`config.mk`:
```
export PLATFORM = sky130hd
export DESIGN_NAME = weight_update_engine_flat
export DESIGN_NICKNAME = d
export VERILOG_FILES = /design/src/rtl/nn_fp_pkg.sv /design/src/rtl/weight_update_engine_if.sv /design/src/rtl/fp_add_sub.sv /design/src/rtl/fp_mult.sv /design/src/rtl/wu_tag_pipe.sv /design/src/rtl/weight_update_engine.sv /design/src/flat_wrapper.sv
export SDC_FILE = /design/constraint.sdc
export NUM_CORES = 2
export LEC_CHECK = 0
export BUFFER_PORTS_ARGS = -buffer_cell sky130_fd_sc_hd__buf_2
export CAP_MARGIN = 20
export CORE_ASPECT_RATIO = 1.25
export CORE_MARGIN = 2
export CORE_UTILIZATION = 50
export CTS_CLUSTER_DIAMETER = 120
export DETAILED_ROUTE_END_ITERATION = 10
export PLACE_DENSITY_LB_ADDON = 0.3
export REMOVE_ABC_BUFFERS = 1
export SYNTH_ARGS = -nofsm -noshare
export SYNTH_HDL_FRONTEND = slang
export SYNTH_SLANG_ARGS = --single-unit
```
`constraint.sdc`:
```
create_clock -name iCLK -period 20.1 [get_ports iCLK]
set_input_delay 4.02 -clock iCLK [delete_from_list [all_inputs] [get_ports iCLK]]
set_output_delay 4.02 -clock iCLK [all_outputs]
set_load 0.05 [all_outputs]
```
`src/rtl/nn_fp_pkg.sv`:
```
// nn_fp_pkg: shared fp32 type, constants, default core latencies and update FSM states
package nn_fp_pkg;
    typedef logic [31:0] fp32_t;
    localparam fp32_t FP_ZERO = 32'h0000_0000;
    localparam fp32_t FP_ONE = 32'h3F80_0000;
    localparam int DEF_ADD_LAT = 7;
    localparam int DEF_MUL_LAT = 5;
    typedef enum logic [2:0] {IDLE, ERR, SCALE, ISSUE, DRAIN, DONE} wu_state_e;
endpackage

```
`src/rtl/weight_update_engine_if.sv`:
```
// weight_update_engine_if: controller-side request/operand/status bundle of the weight update engine
//   master: drives iSTART, iLOAD, iLOAD_DATA, iTEACH, iOUTPUT, iLEARN_RATE, iMID_VALUE
//   slave : drives oBUSY, oDONE, oWEIGHT
interface weight_update_engine_if #(parameter int N_MID = 4);
    import nn_fp_pkg::*;
    logic iSTART;
    logic iLOAD;
    logic [N_MID*32-1:0] iLOAD_DATA;
    fp32_t iTEACH;
    fp32_t iOUTPUT;
    fp32_t iLEARN_RATE;
    logic [N_MID*32-1:0] iMID_VALUE;
    logic oBUSY;
    logic oDONE;
    logic [N_MID*32-1:0] oWEIGHT;
    modport master (output iSTART, iLOAD, iLOAD_DATA, iTEACH, iOUTPUT, iLEARN_RATE, iMID_VALUE,
                    input oBUSY, oDONE, oWEIGHT);
    modport slave (input iSTART, iLOAD, iLOAD_DATA, iTEACH, iOUTPUT, iLEARN_RATE, iMID_VALUE,
                   output oBUSY, oDONE, oWEIGHT);
endinterface

```
`src/rtl/fp_add_sub.sv`:
```
// fp_add_sub: fixed-latency fp32 adder/subtractor (truncating, zero/denormal inputs treated as zero)
//   iCLK        : clock (pipeline is not reset)
//   iSUB        : 1 computes iA - iB, 0 computes iA + iB
//   iA, iB      : operands
//   oRESULT     : result, LAT cycles after the operands
module fp_add_sub
    import nn_fp_pkg::*;
#(
    parameter int LAT = DEF_ADD_LAT
) (
    input logic iCLK,
    input logic iSUB,
    input fp32_t iA,
    input fp32_t iB,
    output fp32_t oRESULT
);
    fp32_t b, hi, lo, res;
    fp32_t pipe [LAT];
    logic [7:0] d;
    logic [27:0] mx, my, ms, norm;
    int p;
    always_comb begin
        b = {iB[31] ^ iSUB, iB[30:0]};
        hi = (b[30:0] > iA[30:0]) ? b : iA;
        lo = (b[30:0] > iA[30:0]) ? iA : b;
        d = hi[30:23] - lo[30:23];
        mx = {2'b01, hi[22:0], 3'b000};
        my = (d > 8'd26) ? '0 : ({2'b01, lo[22:0], 3'b000} >> d);
        ms = (hi[31] == lo[31]) ? mx + my : mx - my;
        p = 0;
        for (int i = 0; i < 27; i++) if (ms[i]) p = i;
        norm = ms << (26 - p);
        res = ms[27] ? {hi[31], hi[30:23] + 8'd1, 23'(ms >> 4)}
                     : {hi[31], hi[30:23] - 8'(26 - p), 23'(norm >> 3)};
        res = (lo[30:23] == 8'd0) ? hi : (ms == '0) ? FP_ZERO : res;
    end
    always_ff @(posedge iCLK) begin
        pipe[0] <= res;
        for (int i = 1; i < LAT; i++) pipe[i] <= pipe[i-1];
    end
    assign oRESULT = pipe[LAT-1];
endmodule

```
`src/rtl/fp_mult.sv`:
```
// fp_mult: fixed-latency fp32 multiplier (truncating, zero/denormal inputs give +0)
//   iCLK        : clock (pipeline is not reset)
//   iA, iB      : operands
//   oRESULT     : product, LAT cycles after the operands
module fp_mult
    import nn_fp_pkg::*;
#(
    parameter int LAT = DEF_MUL_LAT
) (
    input logic iCLK,
    input fp32_t iA,
    input fp32_t iB,
    output fp32_t oRESULT
);
    logic [47:0] pm;
    logic [7:0] e;
    fp32_t res;
    fp32_t pipe [LAT];
    always_comb begin
        pm = {24'd0, 1'b1, iA[22:0]} * {24'd0, 1'b1, iB[22:0]};
        e = iA[30:23] + iB[30:23] - 8'd127 + {7'd0, pm[47]};
        res = (iA[30:23] == 8'd0 || iB[30:23] == 8'd0) ? FP_ZERO
            : {iA[31] ^ iB[31], e, pm[47] ? 23'(pm >> 24) : 23'(pm >> 23)};
    end
    always_ff @(posedge iCLK) begin
        pipe[0] <= res;
        for (int i = 1; i < LAT; i++) pipe[i] <= pipe[i-1];
    end
    assign oRESULT = pipe[LAT-1];
endmodule

```
`src/rtl/wu_tag_pipe.sv`:
```
// wu_tag_pipe: {valid, index} shift register tracking an FP core's issue-to-result alignment
//   iCLK, iRST_N    : clock, asynchronous active-low reset
//   iVALID, iIDX    : tag entering with the issued operation
//   oVALID, oIDX    : same tag, LAT cycles later, alongside the core result
module wu_tag_pipe #(
    parameter int LAT = 1,
    parameter int IW = 1
) (
    input logic iCLK,
    input logic iRST_N,
    input logic iVALID,
    input logic [IW-1:0] iIDX,
    output logic oVALID,
    output logic [IW-1:0] oIDX
);
    logic [LAT-1:0] vld;
    logic [IW-1:0] idx [LAT];
    always_ff @(posedge iCLK or negedge iRST_N) begin
        if (!iRST_N) begin
            vld <= '0;
            for (int i = 0; i < LAT; i++) idx[i] <= '0;
        end else begin
            vld[0] <= iVALID;
            idx[0] <= iIDX;
            for (int i = 1; i < LAT; i++) begin
                vld[i] <= vld[i-1];
                idx[i] <= idx[i-1];
            end
        end
    end
    assign oVALID = vld[LAT-1];
    assign oIDX = idx[LAT-1];
endmodule

```
`src/rtl/weight_update_engine.sv`:
```
// weight_update_engine: delta-rule update w[k] += eta*(teach-output)*mid[k] on one shared adder and multiplier
//   iCLK, iRST_N : clock, asynchronous active-low reset
//   bus (slave)  : iSTART/iLOAD requests and operands in; oBUSY, oDONE, registered oWEIGHT out
module weight_update_engine
    import nn_fp_pkg::*;
#(
    parameter int N_MID = 4,
    parameter int ADD_LAT = DEF_ADD_LAT,
    parameter int MUL_LAT = DEF_MUL_LAT,
    parameter int DW = 32
) (
    input logic iCLK,
    input logic iRST_N,
    weight_update_engine_if.slave bus
);
    localparam int IW = N_MID > 1 ? $clog2(N_MID) : 1;
    localparam int LMAX = ADD_LAT > MUL_LAT ? ADD_LAT : MUL_LAT;
    localparam int CW = $clog2((LMAX > N_MID ? LMAX : N_MID) + 1);
    wu_state_e state, nextState;
    logic [CW-1:0] cnt;
    fp32_t [N_MID-1:0] weight, mid;
    fp32_t teach, outVal, eta, midSel, wSel, addA, addB, addR, mulA, mulB, mulR;
    logic [DW-1:0] scale;
    logic issue, addSub, mulV, addV;
    logic [IW-1:0] mulIdx, addIdx;
    always_ff @(posedge iCLK or negedge iRST_N) begin
        if (!iRST_N) begin
            state <= IDLE;
            cnt <= '0;
        end else begin
            state <= nextState;
            cnt <= (nextState != state) ? '0 : cnt + CW'(1);
        end
    end
    // Channels retire in issue order, so the last index leaving the adder means both pipes are empty.
    always_comb begin
        nextState = state;
        case (state)
            IDLE:    nextState = (bus.iSTART && !bus.iLOAD) ? ERR : IDLE;
            ERR:     nextState = (cnt == CW'(ADD_LAT - 1)) ? SCALE : ERR;
            SCALE:   nextState = (cnt == CW'(MUL_LAT - 1)) ? ISSUE : SCALE;
            ISSUE:   nextState = (cnt == CW'(N_MID - 1)) ? DRAIN : ISSUE;
            DRAIN:   nextState = (addV && addIdx == IW'(N_MID - 1)) ? DONE : DRAIN;
            default: nextState = IDLE;
        endcase
    end
    // The scale factor leaves the multiplier only in the first ISSUE cycle; it is used directly then and held in scale after.
    always_comb begin
        issue = state == ISSUE;
        addSub = state == ERR;
        midSel = mid[0];
        wSel = weight[0];
        for (int k = 0; k < N_MID; k++) begin
            if (cnt == CW'(k)) midSel = mid[k];
            if (mulIdx == IW'(k)) wSel = weight[k];
        end
        addA = addSub ? teach : wSel;
        addB = addSub ? outVal : mulR;
        mulA = (state == SCALE) ? addR : (issue && cnt == '0) ? mulR : scale;
        mulB = (state == SCALE) ? eta : midSel;
    end
    always_ff @(posedge iCLK or negedge iRST_N) begin
        if (!iRST_N) begin
            weight <= '0;
            mid <= '0;
            teach <= FP_ZERO;
            outVal <= FP_ZERO;
            eta <= FP_ZERO;
            scale <= '0;
        end else begin
            if (state == IDLE && bus.iLOAD) weight <= bus.iLOAD_DATA;
            if (state == IDLE && bus.iSTART && !bus.iLOAD) begin
                teach <= bus.iTEACH;
                outVal <= bus.iOUTPUT;
                eta <= bus.iLEARN_RATE;
                mid <= bus.iMID_VALUE;
            end
            if (issue && cnt == '0) scale <= mulR;
            for (int k = 0; k < N_MID; k++) if (addV && addIdx == IW'(k)) weight[k] <= addR;
        end
    end
    wu_tag_pipe #(.LAT(MUL_LAT), .IW(IW)) mulTags (
        .iCLK(iCLK), .iRST_N(iRST_N), .iVALID(issue), .iIDX(IW'(cnt)), .oVALID(mulV), .oIDX(mulIdx)
    );
    wu_tag_pipe #(.LAT(ADD_LAT), .IW(IW)) addTags (
        .iCLK(iCLK), .iRST_N(iRST_N), .iVALID(mulV), .iIDX(mulIdx), .oVALID(addV), .oIDX(addIdx)
    );
    fp_add_sub #(.LAT(ADD_LAT)) adder (.iCLK(iCLK), .iSUB(addSub), .iA(addA), .iB(addB), .oRESULT(addR));
    fp_mult #(.LAT(MUL_LAT)) mult (.iCLK(iCLK), .iA(mulA), .iB(mulB), .oRESULT(mulR));
    assign bus.oBUSY = state != IDLE && state != DONE;
    assign bus.oDONE = state == DONE;
    assign bus.oWEIGHT = weight;
endmodule
```
`src/flat_wrapper.sv`:
```
// flat-port wrapper written by rule: the top's interface ports become plain ports
module weight_update_engine_flat import nn_fp_pkg::*;
#(
    parameter int N_MID = 4,
    parameter int ADD_LAT = DEF_ADD_LAT,
    parameter int MUL_LAT = DEF_MUL_LAT,
    parameter int DW = 32
)
  (iCLK, iRST_N, bus_iSTART, bus_iLOAD, bus_iLOAD_DATA, bus_iTEACH, bus_iOUTPUT, bus_iLEARN_RATE, bus_iMID_VALUE, bus_oBUSY, bus_oDONE, bus_oWEIGHT);
  weight_update_engine_if #(.N_MID(N_MID)) bus_i ();
  input logic iCLK;
  input logic iRST_N;
  input wire logic [$bits(bus_i.iSTART)-1:0] bus_iSTART;
  input wire logic [$bits(bus_i.iLOAD)-1:0] bus_iLOAD;
  input wire logic [$bits(bus_i.iLOAD_DATA)-1:0] bus_iLOAD_DATA;
  input wire logic [$bits(bus_i.iTEACH)-1:0] bus_iTEACH;
  input wire logic [$bits(bus_i.iOUTPUT)-1:0] bus_iOUTPUT;
  input wire logic [$bits(bus_i.iLEARN_RATE)-1:0] bus_iLEARN_RATE;
  input wire logic [$bits(bus_i.iMID_VALUE)-1:0] bus_iMID_VALUE;
  output wire logic [$bits(bus_i.oBUSY)-1:0] bus_oBUSY;
  output wire logic [$bits(bus_i.oDONE)-1:0] bus_oDONE;
  output wire logic [$bits(bus_i.oWEIGHT)-1:0] bus_oWEIGHT;
  assign bus_i.iSTART = bus_iSTART;
  assign bus_i.iLOAD = bus_iLOAD;
  assign bus_i.iLOAD_DATA = bus_iLOAD_DATA;
  assign bus_i.iTEACH = bus_iTEACH;
  assign bus_i.iOUTPUT = bus_iOUTPUT;
  assign bus_i.iLEARN_RATE = bus_iLEARN_RATE;
  assign bus_i.iMID_VALUE = bus_iMID_VALUE;
  assign bus_oBUSY = bus_i.oBUSY;
  assign bus_oDONE = bus_i.oDONE;
  assign bus_oWEIGHT = bus_i.oWEIGHT;
  weight_update_engine #(.N_MID(N_MID), .ADD_LAT(ADD_LAT), .MUL_LAT(MUL_LAT), .DW(DW)) u_core (.iCLK(iCLK), .iRST_N(iRST_N), .bus(bus_i));
endmodule
```
==> reports/results.txt <==
Fin. max-slew vios - 0
Max_cap viols - 0
Post-synth cell types - 109
Post-Syn Area - 55100 um2
I/O pin cnt - 486
Post-DR vias/cell - 5.67
Top cells by area, synth - dfrtp_1 (19%), fa_1 (18%), dfxtp_1 (14%), ha_1 (6.3%), mux2_2 (5.5%)
PortBufs - 485
Residual DRC - 0
Worst EP arrival - 17.50 ns
Min-Delay Startpoint - u_core.adder.pipe[1][9]$_DFF_P_
Worst Path Max Fanout - 34
Detailed Route WL - 176 mm
Kind of end point of the critical path - register
Area leader, netlist - dfrtp_1
Most used flip-flop cell after synthesis - dfrtp_1
Slew margin rel. - 0.199
Height of the chip - 375 um
Die Width - 301 um
Initial Util - 0.503
Final hold vios - 0
Status - complete, no violations
Area Overhead vs Synth - 12.0%
Filler cells - 9690
Commonest cells in the netlist - nand2_1 (668), inv_1 (638), nor2_1 (593)
Fin Setup TNS - 0 ns
Vias in the first global route - 43872
Max incr delay on CP - 0.90 ns
DR pass1 iterations - 6
Cell at the root of the clock tree - clkbuf_16
Synth top area share - 0.194
Unrepaired setup endpoints after global routing - no
Hold crit path type - register to register
Grt total ovfl - 0
Mapped Cells - 5678
Setup violators final - 0
Yosys warns - 0
Core box area - 110000 um2
Row cnt - 136
Number of routed nets with antenna violations - 0
Fraction of registers with async set/reset - 0.526
Final period util - 0.841
Clk buf depth - 3
Most frequent cell after synthesis - nand2_1
Layout cells sized above 1 - 0.188
Clock tree from TritonCTS - done
CP most frequent cell - a21oi_1
Worst Setup SP - u_core.state[0]$_DFF_PN0_
Fmax - 0.0592 GHz
Req. time, crit path - 20.71 ns
Sequential fraction of the synthesis area - 0.333
CTS H-tree lvls - 3
Minimum clock period - 16.90 ns
Worst R2R Start - u_core.state[0]$_DFF_PN0_
Die area - 113000 um2
Clk_lat worst skew - 0.69 ns
Average wire per standard cell - 23.3 um
CP Class - register to register
Worst-Margin Slew - 1.20 ns
Final nets - 7141
Clk slew on worst S/H paths - 0.06 ns
Synthesized area per cell - 9.70 um2
Post-CTS setup buffers - 0
Synthesized flop and latch total - 810
# clock sinks - 810
Num CTS Buffers - 78
Vias - 42738
Initial DRC count - 3415
Clock Skew - 0.0382 ns
EDFF count, synth - 0
Hold_buf cts - 0
HPWL Detailed - 140 mm
Pin count of the biggest net entering global routing - 102
First-pass GRT wire length - 265 mm
Startpoint Class - register
RePlAce Congestion - 0.975
Total track usage - 0.311
Cts repair resizes - 0
Initial antenna violation count - 9
Crit path max-delay cell type - ha_1
==> cell families (layout without fill, tap and decap cells) <==
family                   after synthesis  in the layout  share of synthesized area
AND/OR/NAND/NOR                     1645           1645                      0.128
buffers and inverters                953           1363                     0.0664
AO/OA/AOI/OAI                        857            857                      0.101
flip-flops                           810            810                      0.333
adder cells (fa/ha/maj)              761            761                      0.239
multiplexers                         590            590                      0.122
XOR/XNOR                              62             62                     0.0105
other                                  0              5                          0
==> routing by layer <==
metal	share of wire	routed length [um]	global-route usage
met3	0.070	12300	0.0495
met2	0.48	85200	0.529
met5	0.000063	11	0
met4	0.069	12100	0.186
met1	0.38	66300	0.372
==> final timing paths <==
kind	to	depth (start not counted)	slack, ns
worst max-delay path	u_core.adder.pipe[0][30]$_DFF_P_	61	3.20
worst min-delay path	u_core.adder.pipe[2][9]$_DFF_P_	0	0.30
worst max register to register	u_core.adder.pipe[0][30]$_DFF_P_	61	3.20
worst min register to register	u_core.adder.pipe[2][9]$_DFF_P_	0	0.30
max in group asynchronous	u_core.bus.oWEIGHT[74]$_DFFE_PN0P_	5	13.98
min in group asynchronous	u_core.bus.oWEIGHT[110]$_DFFE_PN0P_	1	3.35
==> sequential cells by signal (all words and copies together) (netlist names) <==
register / flops
u_core.addTags.idx: 12
u_core.addTags.oIDX: 2
u_core.addTags.vld: 7
u_core.adder.pipe: 224
u_core.bus.oWEIGHT: 128
u_core.cnt: 3
u_core.eta: 32
u_core.mid: 128
u_core.mulTags.idx: 8
u_core.mulTags.oIDX: 2
u_core.mulTags.vld: 5
u_core.mult.pipe: 160
u_core.outVal: 32
u_core.scale: 32
u_core.state: 3
u_core.teach: 32
==> worst max-delay path, delay by kind of cell (launching register included) <==
kind	cells	cell delay [ns]
xor+xnor	1	0.17
buf+inv	5	1.68
compound gates	33	6.91
flops	1	0.55
simple gates	14	4.13
fa+ha+maj	6	2.50
mux	2	0.80
==> final cells by class <==
type                       instances  area, um2  area share
antenna                            5       12.5    0.000203
clock buffer                     110       2310      0.0374
clock inverter                    34        364     0.00590
inverter                         642       2410      0.0391
multi-input combinational       3915      33200       0.539
sequential                       810      18400       0.297
tap                             1449       1810      0.0294
timing repair buffer             577       3180      0.0515
==> cell usage in the layout, fill, tap and decap left out, types with 18 or more instances in the layout <==
| cell type | Yosys | layout |
|---|---|---|
| and2_1 | 31 | 30 |
| a211oi_1 | 40 | 40 |
| nor2b_1 | 34 | 31 |
| xnor2_1 | 45 | 43 |
| nor2_1 | 593 | 592 |
| a21o_1 | 41 | 41 |
| nand2_1 | 668 | 666 |
| inv_1 | 638 | 638 |
| buf_2 | 16 | 484 |
| o211ai_1 | 28 | 28 |
| a21oi_1 | 259 | 259 |
| fa_1 | 484 | 484 |
| buf_4 | 2 | 88 |
| dfrtp_1 | 426 | 424 |
| or3_1 | 23 | 23 |
| nor3_1 | 79 | 79 |
| or2_2 | 38 | 38 |
| mux2i_1 | 283 | 273 |
| nand4_1 | 18 | 18 |
| a31oi_1 | 23 | 23 |
| o21ai_0 | 210 | 210 |
| clkbuf_16 | 0 | 81 |
| nand2b_1 | 29 | 28 |
| mux2_2 | 267 | 267 |
| mux4_2 | 39 | 39 |
| o31ai_1 | 26 | 26 |
| dfxtp_1 | 384 | 384 |
| ha_1 | 277 | 275 |
| nand3_1 | 55 | 55 |
==> through the flow <==
| step | instances | worst slack [ns] | hold slack (ns) | cell area, um2 | util |
|---|---|---|---|---|---|
| 6_report | 7542 | 3.20 | 0.303 | 61700 | 0.563 |
| 5_1_grt | 7542 | 1.94 | 0.314 | 61700 | 0.563 |
| 4_1_cts | 7535 | 3.32 | 0.304 | 61600 | 0.562 |
| 3_5_place_dp | 7391 | 3.41 | 0.312 | 59000 | 0.538 |
| 3_3_place_gp | 7389 | 3.76 | 0.310 | 58900 | 0.538 |
| 2_1_floorplan | 5367 | 1.60 | 0.310 | 53800 | - |
Power is not shown: default switching activity piles up to over one toggle a cycle in this logic, so the estimate is an artifact.
